<file path="src/rtl/mem_arbiter.sv">
// mem_arbiter: arbitrates instruction-fetch port A and load/store port B onto one synchronous 16-bit memory.
// Define MEM_ARBITER_RR_EN for round-robin contention; by default port B has fixed priority.
module mem_arbiter #(
  parameter int ADDR_WIDTH = 10
) (
  input  logic                  i_clk,
  input  logic                  i_rst,
  input  logic                  i_a_req,
  input  logic [ADDR_WIDTH-1:0] i_a_addr,
  output logic                  o_a_gnt,
  output logic                  o_a_rvalid,
  output logic [15:0]           o_a_rdata,
  input  logic                  i_b_req,
  input  logic                  i_b_we,
  input  logic [ADDR_WIDTH-1:0] i_b_addr,
  input  logic [15:0]           i_b_wdata,
  output logic                  o_b_gnt,
  output logic                  o_b_rvalid,
  output logic [15:0]           o_b_rdata,
  output logic [ADDR_WIDTH-1:0] o_mem_addr,
  output logic [15:0]           o_mem_data,
  output logic                  o_mem_memw,
  input  logic [15:0]           i_mem_q
);

  typedef enum logic [1:0] {
    RSEL_NONE = 2'd0,
    RSEL_A    = 2'd1,
    RSEL_B    = 2'd2
  } rsel_t;

  rsel_t r_rsel;
  rsel_t w_rsel_nxt;
  logic  w_a_gnt;
  logic  w_b_gnt;
  logic  w_contend;

  assign w_contend = i_a_req & i_b_req;

`ifdef MEM_ARBITER_RR_EN
  logic r_last_a;

  // Pointer remembers the most recently granted port; reset favours A.
  always_ff @(posedge i_clk) begin
    if (i_rst) begin
      r_last_a <= 1'b0;
    end else if (w_a_gnt) begin
      r_last_a <= 1'b1;
    end else if (w_b_gnt) begin
      r_last_a <= 1'b0;
    end else begin
      r_last_a <= r_last_a;
    end
  end
`endif

  // Combinational grant: lone requests win immediately, contention by policy.
  always_comb begin
    w_a_gnt = 1'b0;
    w_b_gnt = 1'b0;
    if (i_rst) begin
      w_a_gnt = 1'b0;
      w_b_gnt = 1'b0;
    end else if (w_contend) begin
`ifdef MEM_ARBITER_RR_EN
      w_a_gnt = ~r_last_a;
      w_b_gnt = r_last_a;
`else
      w_a_gnt = 1'b0;
      w_b_gnt = 1'b1;
`endif
    end else if (i_a_req) begin
      w_a_gnt = 1'b1;
    end else if (i_b_req) begin
      w_b_gnt = 1'b1;
    end else begin
      w_a_gnt = 1'b0;
      w_b_gnt = 1'b0;
    end
  end

  // Next read-return owner; writes and idle cycles return nothing.
  always_comb begin
    w_rsel_nxt = RSEL_NONE;
    if (w_b_gnt && !i_b_we) begin
      w_rsel_nxt = RSEL_B;
    end else if (w_a_gnt) begin
      w_rsel_nxt = RSEL_A;
    end else begin
      w_rsel_nxt = RSEL_NONE;
    end
  end

  // Read-return owner register, one cycle behind the grant.
  always_ff @(posedge i_clk) begin
    if (i_rst) begin
      r_rsel <= RSEL_NONE;
    end else begin
      r_rsel <= w_rsel_nxt;
    end
  end

  // Memory-side request mux driven by the granted port.
  always_comb begin
    o_mem_addr = {ADDR_WIDTH{1'b0}};
    o_mem_data = 16'h0000;
    o_mem_memw = 1'b0;
    case ({w_a_gnt, w_b_gnt})
      2'b10: begin
        o_mem_addr = i_a_addr;
      end
      2'b01: begin
        o_mem_addr = i_b_addr;
        o_mem_data = i_b_wdata;
        o_mem_memw = i_b_we;
      end
      default: begin
        o_mem_addr = {ADDR_WIDTH{1'b0}};
        o_mem_data = 16'h0000;
        o_mem_memw = 1'b0;
      end
    endcase
  end

  // Read return: a read owner captured before reset must stay silent while reset is high.
  always_comb begin
    o_a_rvalid = 1'b0;
    o_b_rvalid = 1'b0;
    o_a_rdata  = 16'h0000;
    o_b_rdata  = 16'h0000;
    if (i_rst) begin
      o_a_rvalid = 1'b0;
      o_b_rvalid = 1'b0;
    end else begin
      case (r_rsel)
        RSEL_A: begin
          o_a_rvalid = 1'b1;
          o_a_rdata  = i_mem_q;
        end
        RSEL_B: begin
          o_b_rvalid = 1'b1;
          o_b_rdata  = i_mem_q;
        end
        default: begin
          o_a_rvalid = 1'b0;
          o_b_rvalid = 1'b0;
        end
      endcase
    end
  end

  assign o_a_gnt = w_a_gnt;
  assign o_b_gnt = w_b_gnt;

endmodule
</file>
<file path="config.mk">
export PLATFORM = sky130hd
export DESIGN_NAME = mem_arbiter
export DESIGN_NICKNAME = d
export VERILOG_FILES = /design/src/rtl/mem_arbiter.sv
export SDC_FILE = /design/constraint.sdc
export NUM_CORES = 1
export LEC_CHECK = 0
export BUFFER_PORTS_ARGS = -buffer_cell sky130_fd_sc_hd__buf_2
export CAP_MARGIN = 20
export CORE_MARGIN = 4
export CORE_UTILIZATION = 25
export CTS_CLUSTER_SIZE = 12
export DETAILED_ROUTE_END_ITERATION = 10
export PLACE_DENSITY = 0.81
export REMOVE_ABC_BUFFERS = 1
export SETUP_SLACK_MARGIN = 0.4
export SLEW_MARGIN = 20
export SYNTH_ARGS = -nofsm -noshare
export SYNTH_HDL_FRONTEND = slang
export SYNTH_SLANG_ARGS = --single-unit
</file>
<file path="constraint.sdc">
create_clock -name i_clk -period 3.6 [get_ports i_clk]
set_clock_uncertainty 0.05 [all_clocks]
set_input_delay 1.08 -clock i_clk [delete_from_list [all_inputs] [get_ports i_clk]]
set_output_delay 1.08 -clock i_clk [all_outputs]
set_load 0.03 [all_outputs]
</file>
==> results of run 1 <==
## Yosys cell counts (2+ instances only)
master,instances
and4bb_2,2
nor2_1,12
buf_1,2
a22oi_1,10
buf_6,2
dfxtp_1,2
and2_2,12
clkbuf_1,2
and2_1,37
nor3b_2,2
ha_1,2
## stage by stage
step / utilization [%] / instance area [um^2] / setup slack [ps] / instances / TNS (ps)
final: 64.6 / 1470 / 303 / 240 / 0
after floorplan: - / 573 / -1.53 / 82 / -13.8
after global routing: 64.6 / 1470 / 247 / 240 / 0
after CTS: 62.9 / 1430 / 349 / 240 / 0
after global placement: 53.9 / 1230 / -58.5 / 232 / -274
after detailed placement: 53.9 / 1230 / -141 / 232 / -1200
## power groups by stage
stage	clock [mW]	sequential [mW]	combinational [mW]
2_1_floorplan	0	0.0242	0.0655
3_3_place_gp	0	0.0243	0.118
3_5_place_dp	0	0.0244	0.120
4_1_cts	0.0504	0.0241	0.143
5_1_grt	0.0520	0.0243	0.157
6_report	0.0476	0.0241	0.147
## layout make-up
class                           count  area (um^2)  share of cell area (%)
Sequential cell                     2         40.0                    2.72
Multi-Input combinational cell     79          602                    40.9
Tap cell                           28         35.0                    2.38
Timing Repair Buffer              127          767                    52.2
Inverter                            1         3.75                   0.255
Clock buffer                        3         22.5                    1.53
## routing by layer
metal / track usage, % / up-vias / wire (um)
li1: - / 535 / -
met1: 16.4 / 463 / 937
met2: 34.5 / 68 / 1710
met3: 5.12 / 2 / 406
met4: 6.95 / 0 / 23
met5: 0 / - / 0
## logic make-up (layout without fill, tap and decap cells)
| kind of cell | Yosys count | count (layout) |
|---|---|---|
| simple gates | 67 | 67 |
| compound gates | 10 | 10 |
| buf+inv | 8 | 131 |
| fa+ha+maj | 2 | 2 |
| flops | 2 | 2 |
## worst paths after layout
check,from,end
max,i_rst,o_mem_addr[4]
min,i_b_we,r_rsel[1]$_SDFF_PP0_
## cells in the final DEF (no fill, tap or decap), drive strengths merged
cell type	instances
nor2	12
and2b	1
nand2	1
a22oi	10
clkbuf	4
and4bb	2
nor3b	2
and2	49
inv	1
dfxtp	2
ha	2
buf	126
## timing repair
action | 4_1_cts | 5_1_grt
pin swaps | 3 | 1
resized for setup | 44 | 13
setup buffers | 5 | 0
endpoints found under the setup margin | 27 | 34
==> results.ini, run 1 <==
[hold_path]
hp-class = primary input to flip-flop
holdPathStages = 2

[routing]
via_count = 1068
drc = 0
routed_wl_um = 3080
wl_per_cell_um = 12.8
first_pass_iters = 2
antenna_left = 0
via_per_inst = 4.45
drtIter0Drc = 36

[clocking]
h-tree-depth = 1
hold_buffers = 0
clk_pin_slew_ps = 30
cts_tree = built
cts_buffers = 3
clockBufferDepth = 2
clock-sinks = 2
cts_root_buf = clkbuf_4

[finish]
regMostFlops = r_rsel
largest_registers = r_rsel: 2 flops
fillerInstances = 211
final_nets = 273
syn_to_final_growth_pct = 139
largest_register_ff_count = 2
antennaDiodeCount = 0
drive_gt1_share_pct = 75.0

[job]
drv_cap = 0

[floorplan]
die_x_um = 57.6
num_rows = 17
coreArea_mm2 = 0.00228
dieArea_mm2 = 0.00332
start_util_pct = 27.0
io_pins = 120
die_y_um = 57.6

[critical_path]
cp_num_buf_inv = 3
critPathKind = primary input to output port
worstPathRequired_ps = 2470
crit_slowest_cell = and2b_2
path_delay_family = buffers and inverters
crit_arrival_ps = 2170
worstPathCellList = buf_8 -> and2b_2 -> ha_4 -> buf_6 -> a22oi_2 -> nor2_1 -> buf_4
max_stage_delay_ps = 250
start_kind = primary input
crit_path_max_fanout = 7
cp_num_cells = 7
critPathCaptureType = output port

[placement]
io_buffers = 119
dp_hpwl_um = 2370
gp_congestion = 0.799

[global_routing]
grt_first_pass_wirelength_um = 4660
grt.overflow.total = 0
grt_pass1_vias = 1028
grt_use_total_pct = 17.5
antenna_found_initial = 0
grt_max_degree = 17

[pwr]
clockPowerShare_pct = 21.8
total_power_uw = 218
leakage_nw = 0.874
switchingPower_uw = 89.9
internal_power_uw = 128
vdd_ir_drop_max_uv = 81.3
switching_share_pct = 41.2
p_per_area_mw_per_mm2 = 148
seq_power_share_pct = 11.0
comb_power_share_pct = 67.2

[logic_synthesis]
synth_area_per_cell_um2 = 6.92
synth_compound_area_share_pct = 12.2
yosysWarnings = 0
synth_top_family_by_area = simple AND/OR/NAND/NOR gates
ys_types = 15
synthAdderAreaFrac_pct = 4.07
synth_xor_xnor_area_share_pct = 0
yosys.area_share.simple_pct = 69.7
async_flop_share_pct = 0
ys_ff_latch = 2
netlist_instances = 89
synth_area_um2 = 616
ys_seq_area_share_pct = 6.50
synthMuxAreaShare_pct = 0
synth_top_area_share_pct = 37.6
synth_area_leaders = and2_1 38%, and2_2 15%, a22oi_1 12%
synth_ff_type = dfxtp_1
synth_edf_count = 0
synth_area_leader_cell = and2_1

[timing]
fin_crit_sh_pct = 91.6
max_slew.worst_pin.slew_ps = 166
finalMaxSlewViolations = 0
hold_ws_ps = 988
timing.fmax_mhz = 303
hold_violations = 0
max-slew-margin-rel_pct = 88.9
period_needed_ps = 3300
rsz0062_at_grt = yes
finalSetupViolations = 0

[run_status]
status = finished, final reports clean

Note: power is estimated with default switching activity, not from simulation.
==> inputs of run 2 (changes only) <==
--- a/config.mk
+++ b/config.mk
@@ -5,15 +5,18 @@
 export SDC_FILE = /design/constraint.sdc
 export NUM_CORES = 1
 export LEC_CHECK = 0
+export ABC_AREA = 1
 export BUFFER_PORTS_ARGS = -buffer_cell sky130_fd_sc_hd__buf_2
 export CAP_MARGIN = 20
 export CORE_MARGIN = 4
 export CORE_UTILIZATION = 25
 export CTS_CLUSTER_SIZE = 12
 export DETAILED_ROUTE_END_ITERATION = 10
-export PLACE_DENSITY = 0.81
+export MAX_ROUTING_LAYER = met4
+export PLACE_DENSITY = 0.7
 export REMOVE_ABC_BUFFERS = 1
 export SETUP_SLACK_MARGIN = 0.4
+export SKIP_LAST_GASP = 1
 export SLEW_MARGIN = 20
 export SYNTH_ARGS = -nofsm -noshare
 export SYNTH_HDL_FRONTEND = slang
==> results.ini, run 2 <==
[critical_path]
worstPathRequired_ps = 2470
cp_num_buf_inv = 5
crit_slowest_cell = ha_4
start_kind = primary input
path_delay_family = buffers and inverters
critPathCaptureType = output port
crit_path_max_fanout = 7
critPathKind = primary input to output port
worstPathCellList = buf_8 -> inv_8 -> nand2_4 -> nor2_4 -> inv_2 -> ha_4 -> clkbuf_16 -> nand2_2 -> a21oi_2 -> buf_6
max_stage_delay_ps = 190
crit_arrival_ps = 2100

[routing]
drc = 0
drtIter0Drc = 52
first_pass_iters = 4
via_count = 1433
wl_per_cell_um = 12.3
antenna_left = 0
via_per_inst = 4.52
routed_wl_um = 3900

[global_routing]
grt_use_total_pct = 15.4
grt_first_pass_wirelength_um = 5310
antenna_found_initial = 0
grt_pass1_vias = 1220
grt_max_degree = 35
grt.overflow.total = 0

[finish]
drive_gt1_share_pct = 66.3
fillerInstances = 283
regMostFlops = r_rsel
final_area_mm2 = 0.00181
layout_common_cells = 91 x buf_2, 32 x nor2_1, 30 x nand3_1, 26 x buf_6, 17 x nand2_2
largest_registers = r_rsel: 2 flops
fin_util_pct = 58.0
fin_cells = 317
largest_register_ff_count = 2
syn_to_final_growth_pct = 116
antennaDiodeCount = 0
final_common_cell = buf_2
final_nets = 334

[pwr]
vdd_ir_drop_max_uv = 113
leakage_nw = 1.07
p_per_area_mw_per_mm2 = 146
total_power_uw = 264

[floorplan]
die_y_um = 65.9
start_util_pct = 26.8
coreArea_mm2 = 0.00313
dieArea_mm2 = 0.00434
num_rows = 20
die_x_um = 65.9
io_pins = 120

[timing]
fin_crit_sh_pct = 89.7
hold_violations = 0
finalSetupViolations = 0
finalMaxSlewViolations = 0
fin_setup_tns_ps = 0
max_slew.worst_pin.slew_ps = 807
max-slew-margin-rel_pct = 46.1
period_needed_ps = 3230
rsz0062_at_grt = yes
timing.fmax_mhz = 310

[logic_synthesis]
synthTopCellsByCount = 38 x nand2_1, 33 x nor2_1, 30 x nand3_1, 20 x inv_1, 10 x a21oi_1
synthAdderAreaFrac_pct = 2.99
synth_area_leader_cell = nand3_1
synth_area_per_cell_um2 = 5.27
synth_compound_area_share_pct = 5.97
synth_area_leaders = nand3_1 18%, nand2_1 17%, nor2_1 15%
ys_seq_area_share_pct = 4.78
ys_ff_latch = 2
synth_edf_count = 0
async_flop_share_pct = 0
yosysWarnings = 0
synth_top_area_share_pct = 17.9
synth_xor_xnor_area_share_pct = 0
yosys.area_share.simple_pct = 56.7
synth_ff_type = dfxtp_1
netlist_instances = 159
synth_top_family_by_area = simple AND/OR/NAND/NOR gates
synth_most_common_cell = nand2_1
synth_area_um2 = 838
synthMuxAreaShare_pct = 0
ys_types = 17

[run_status]
status = finished, final reports clean

[hold_path]
hp-class = primary input to flip-flop

[job]
drv_cap = 0

[placement]
place_area_mm2 = 0.00137
io_buffers = 119
dp_hpwl_um = 2590
gp_congestion = 0.756
placed_cells = 309

[clocking]
clk_pin_slew_ps = 30
cts_buffers = 3
cts_tree = built
cts_root_buf = clkbuf_4
clock-sinks = 2
h-tree-depth = 1
clockBufferDepth = 2

-- run 2: final timing paths --
kind	start	endpoint	slack, ps	depth (start not counted)
min	i_b_we	r_rsel[1]$_SDFF_PP0_	1000	2
max	i_b_req	o_mem_addr[9]	370	10
-- run 2: routing by layer --
metal  vias to the layer above  track usage (%)  part of all wire, %
li1                        718                -                    -
met2                        75             26.8                   54
met5                         -                -                    0
met4                         0             2.33                    0
met3                         0             3.57                  9.9
met1                       640             18.4                   36
-- run 2: stage by stage --
stage / hold slack [ps] / setup slack [ps]
3_5_place_dp: 1230 / 123
3_3_place_gp: 1220 / 171
4_1_cts: 987 / 333
2_1_floorplan: 1100 / -230
5_1_grt: 1010 / 308
6_report: 1000 / 371
-- run 2: cell type report --
class / count / area (um^2) / area share [%]
Sequential cell: 2 / 40.0 / 2.21
Multi-Input combinational cell: 120 / 721 / 39.7
Timing Repair Buffer: 126 / 871 / 48.0
Inverter: 22 / 105 / 5.79
Clock buffer: 3 / 22.5 / 1.24
Tap cell: 44 / 55.1 / 3.03
-- run 2: timing repair --
action / 4_1_cts / 5_1_grt
buffers inserted: 1 / 1
endpoints found under the setup margin: 27 / 27
pin swaps: 1 / 10
gates cloned: 0 / 3
hold buffers: 0 / 0
resized for setup: 36 / 76
-- run 2: where the power goes --
part | internal [mW] | total, mW | switching, mW
clock | 0.0369 | 0.0505 | 0.0137
sequential | 0.0232 | 0.0290 | 0.00577
combinational | 0.0788 | 0.185 | 0.106
-- run 2: cell families after synthesis --
logic type | count (synthesis)
AND/OR/NAND/NOR | 108
buffers and inverters | 37
AO/OA/AOI/OAI | 10
adder cells (fa/ha/maj) | 2
flip-flops | 2
==> inputs of run 3 (changes only) <==
--- a/config.mk
+++ b/config.mk
@@ -7,13 +7,12 @@
 export LEC_CHECK = 0
 export ABC_AREA = 1
 export BUFFER_PORTS_ARGS = -buffer_cell sky130_fd_sc_hd__buf_2
-export CAP_MARGIN = 20
 export CORE_MARGIN = 4
-export CORE_UTILIZATION = 25
+export CORE_UTILIZATION = 32
 export CTS_CLUSTER_SIZE = 12
 export DETAILED_ROUTE_END_ITERATION = 10
 export MAX_ROUTING_LAYER = met4
-export PLACE_DENSITY = 0.7
+export PLACE_DENSITY = 0.86
 export REMOVE_ABC_BUFFERS = 1
 export SETUP_SLACK_MARGIN = 0.4
 export SKIP_LAST_GASP = 1
==> results.ini, run 3 (synthesis results as in run 2) <==
[finish]
final_common_cell = buf_2
layout_common_cells = 93 x buf_2, 32 x nor2_1, 30 x nand3_1, 28 x buf_6, 26 x nand2_1
fillerInstances = 171
multi_input_area_um2 = 666
syn_to_final_growth_pct = 111
fin_cells = 308
drive_gt1_share_pct = 61.2
largest_registers = r_rsel: 2 flops
largest_register_ff_count = 2
fin_util_pct = 71.3
register_area_um2 = 40.0
antennaDiodeCount = 0
final_nets = 339
final_area_mm2 = 0.00177
regMostFlops = r_rsel

[routing]
drtIter0Drc = 147
via_count = 1650
antenna_left = 0
via_per_inst = 5.36
drc = 0
first_pass_iters = 4
wl_per_cell_um = 17.5
routed_wl_um = 5400

[timing]
max_slew.worst_pin.slew_ps = 850
finalSetupViolations = 0
finalMaxSlewViolations = 0
fin_crit_sh_pct = 93.1
rsz0062_at_grt = yes
max-slew-margin-rel_pct = 43.3
timing.fmax_mhz = 298
fin_ws_ps = 247
period_needed_ps = 3350
hold_ws_ps = 998
fin_setup_tns_ps = 0
hold_violations = 0

[pwr]
internal_power_uw = 137
vdd_ir_drop_max_uv = 128
seq_power_share_pct = 11.0
p_per_area_mw_per_mm2 = 151
switchingPower_uw = 130
comb_power_share_pct = 70.1
switching_share_pct = 48.8
leakage_nw = 1.06
total_power_uw = 267
clockPowerShare_pct = 18.9

[global_routing]
antenna_found_initial = 0
grt_max_degree = 36
grt_pass1_vias = 1384
grt_use_total_pct = 22.8
grt_first_pass_wirelength_um = 6040
grt.overflow.total = 0

[placement]
dp_slack_ps = 134
placed_cells = 295
place_area_mm2 = 0.00134
io_buffers = 119
dp_hpwl_um = 2750
gp_congestion = 0.892

[floorplan]
die_y_um = 59.2
start_util_pct = 33.8
die_x_um = 59.2
dieArea_mm2 = 0.00350
num_rows = 18
io_pins = 120
coreArea_mm2 = 0.00248

[hold_path]
hp-class = primary input to flip-flop

[clocking]
clk_pin_slew_ps = 30
cts_buffers = 3
h-tree-depth = 1
clockBufferDepth = 2
cts_root_buf = clkbuf_4
clock-sinks = 2
cts_tree = built

[run_status]
status = finished, final reports clean

[job]
drv_cap = 0

[critical_path]
crit_path_max_fanout = 5
critPathKind = primary input to output port
start_kind = primary input
worstPathRequired_ps = 2470
critPathCaptureType = output port
crit_arrival_ps = 2220

-- run 3: changes by cell type in the layout (fill, tap and decap cells not counted), moves of 5 or more --
cell     before  now
inv_1        13   18
nand2_1      13   26
inv_2         6    1
nand2_4       8    2
nand2_2      17   10
-- run 3: worst paths after layout --
check / start / to / slack [ps] / depth (start not counted)
worst min-delay path: i_b_we / r_rsel[1]$_SDFF_PP0_ / 1000 / 2
worst max-delay path: i_b_req / o_mem_addr[0] / 250 / 10
-- run 3: layer usage --
layer / GRT usage, % / routed length, um
met4: 8.09 / 210
met2: 42.4 / 2690
met5: - / 0
met3: 5.23 / 713
met1: 22.9 / 1800
-- run 3: area by class of cell --
class                           instances  share of cell area [%]
Clock buffer                            3                    1.27
Inverter                               22                    5.95
Multi-Input combinational cell        120                    37.7
Sequential cell                         2                    2.27
Tap cell                               30                    2.12
Timing Repair Buffer                  131                    50.7
-- run 3: power by group through the flow --
stage | clock, mW | combinational [mW] | sequential (mW)
2_1_floorplan | 0 | 0.0698 | 0.0279
6_report | 0.0505 | 0.187 | 0.0293
4_1_cts | 0.0536 | 0.157 | 0.0291
3_5_place_dp | 0 | 0.131 | 0.0293
5_1_grt | 0.0526 | 0.196 | 0.0299
3_3_place_gp | 0 | 0.130 | 0.0294
-- run 3: critical path: stages --
cell and delay, ps:
buf_8 110, inv_8 60, nand2_4 50, nor2_4 130, buf_6 120, ha_4 150
buf_6 140, nand2_2 70, a21oi_2 160, buf_6 160
-- run 3: what timing repair did --
action	4_1_cts	5_1_grt
endpoints found under the setup margin	26	27
setup buffers	6	3
pin swaps	2	19
resized for setup	49	50
hold buffers	0	0
gates cloned	1	0
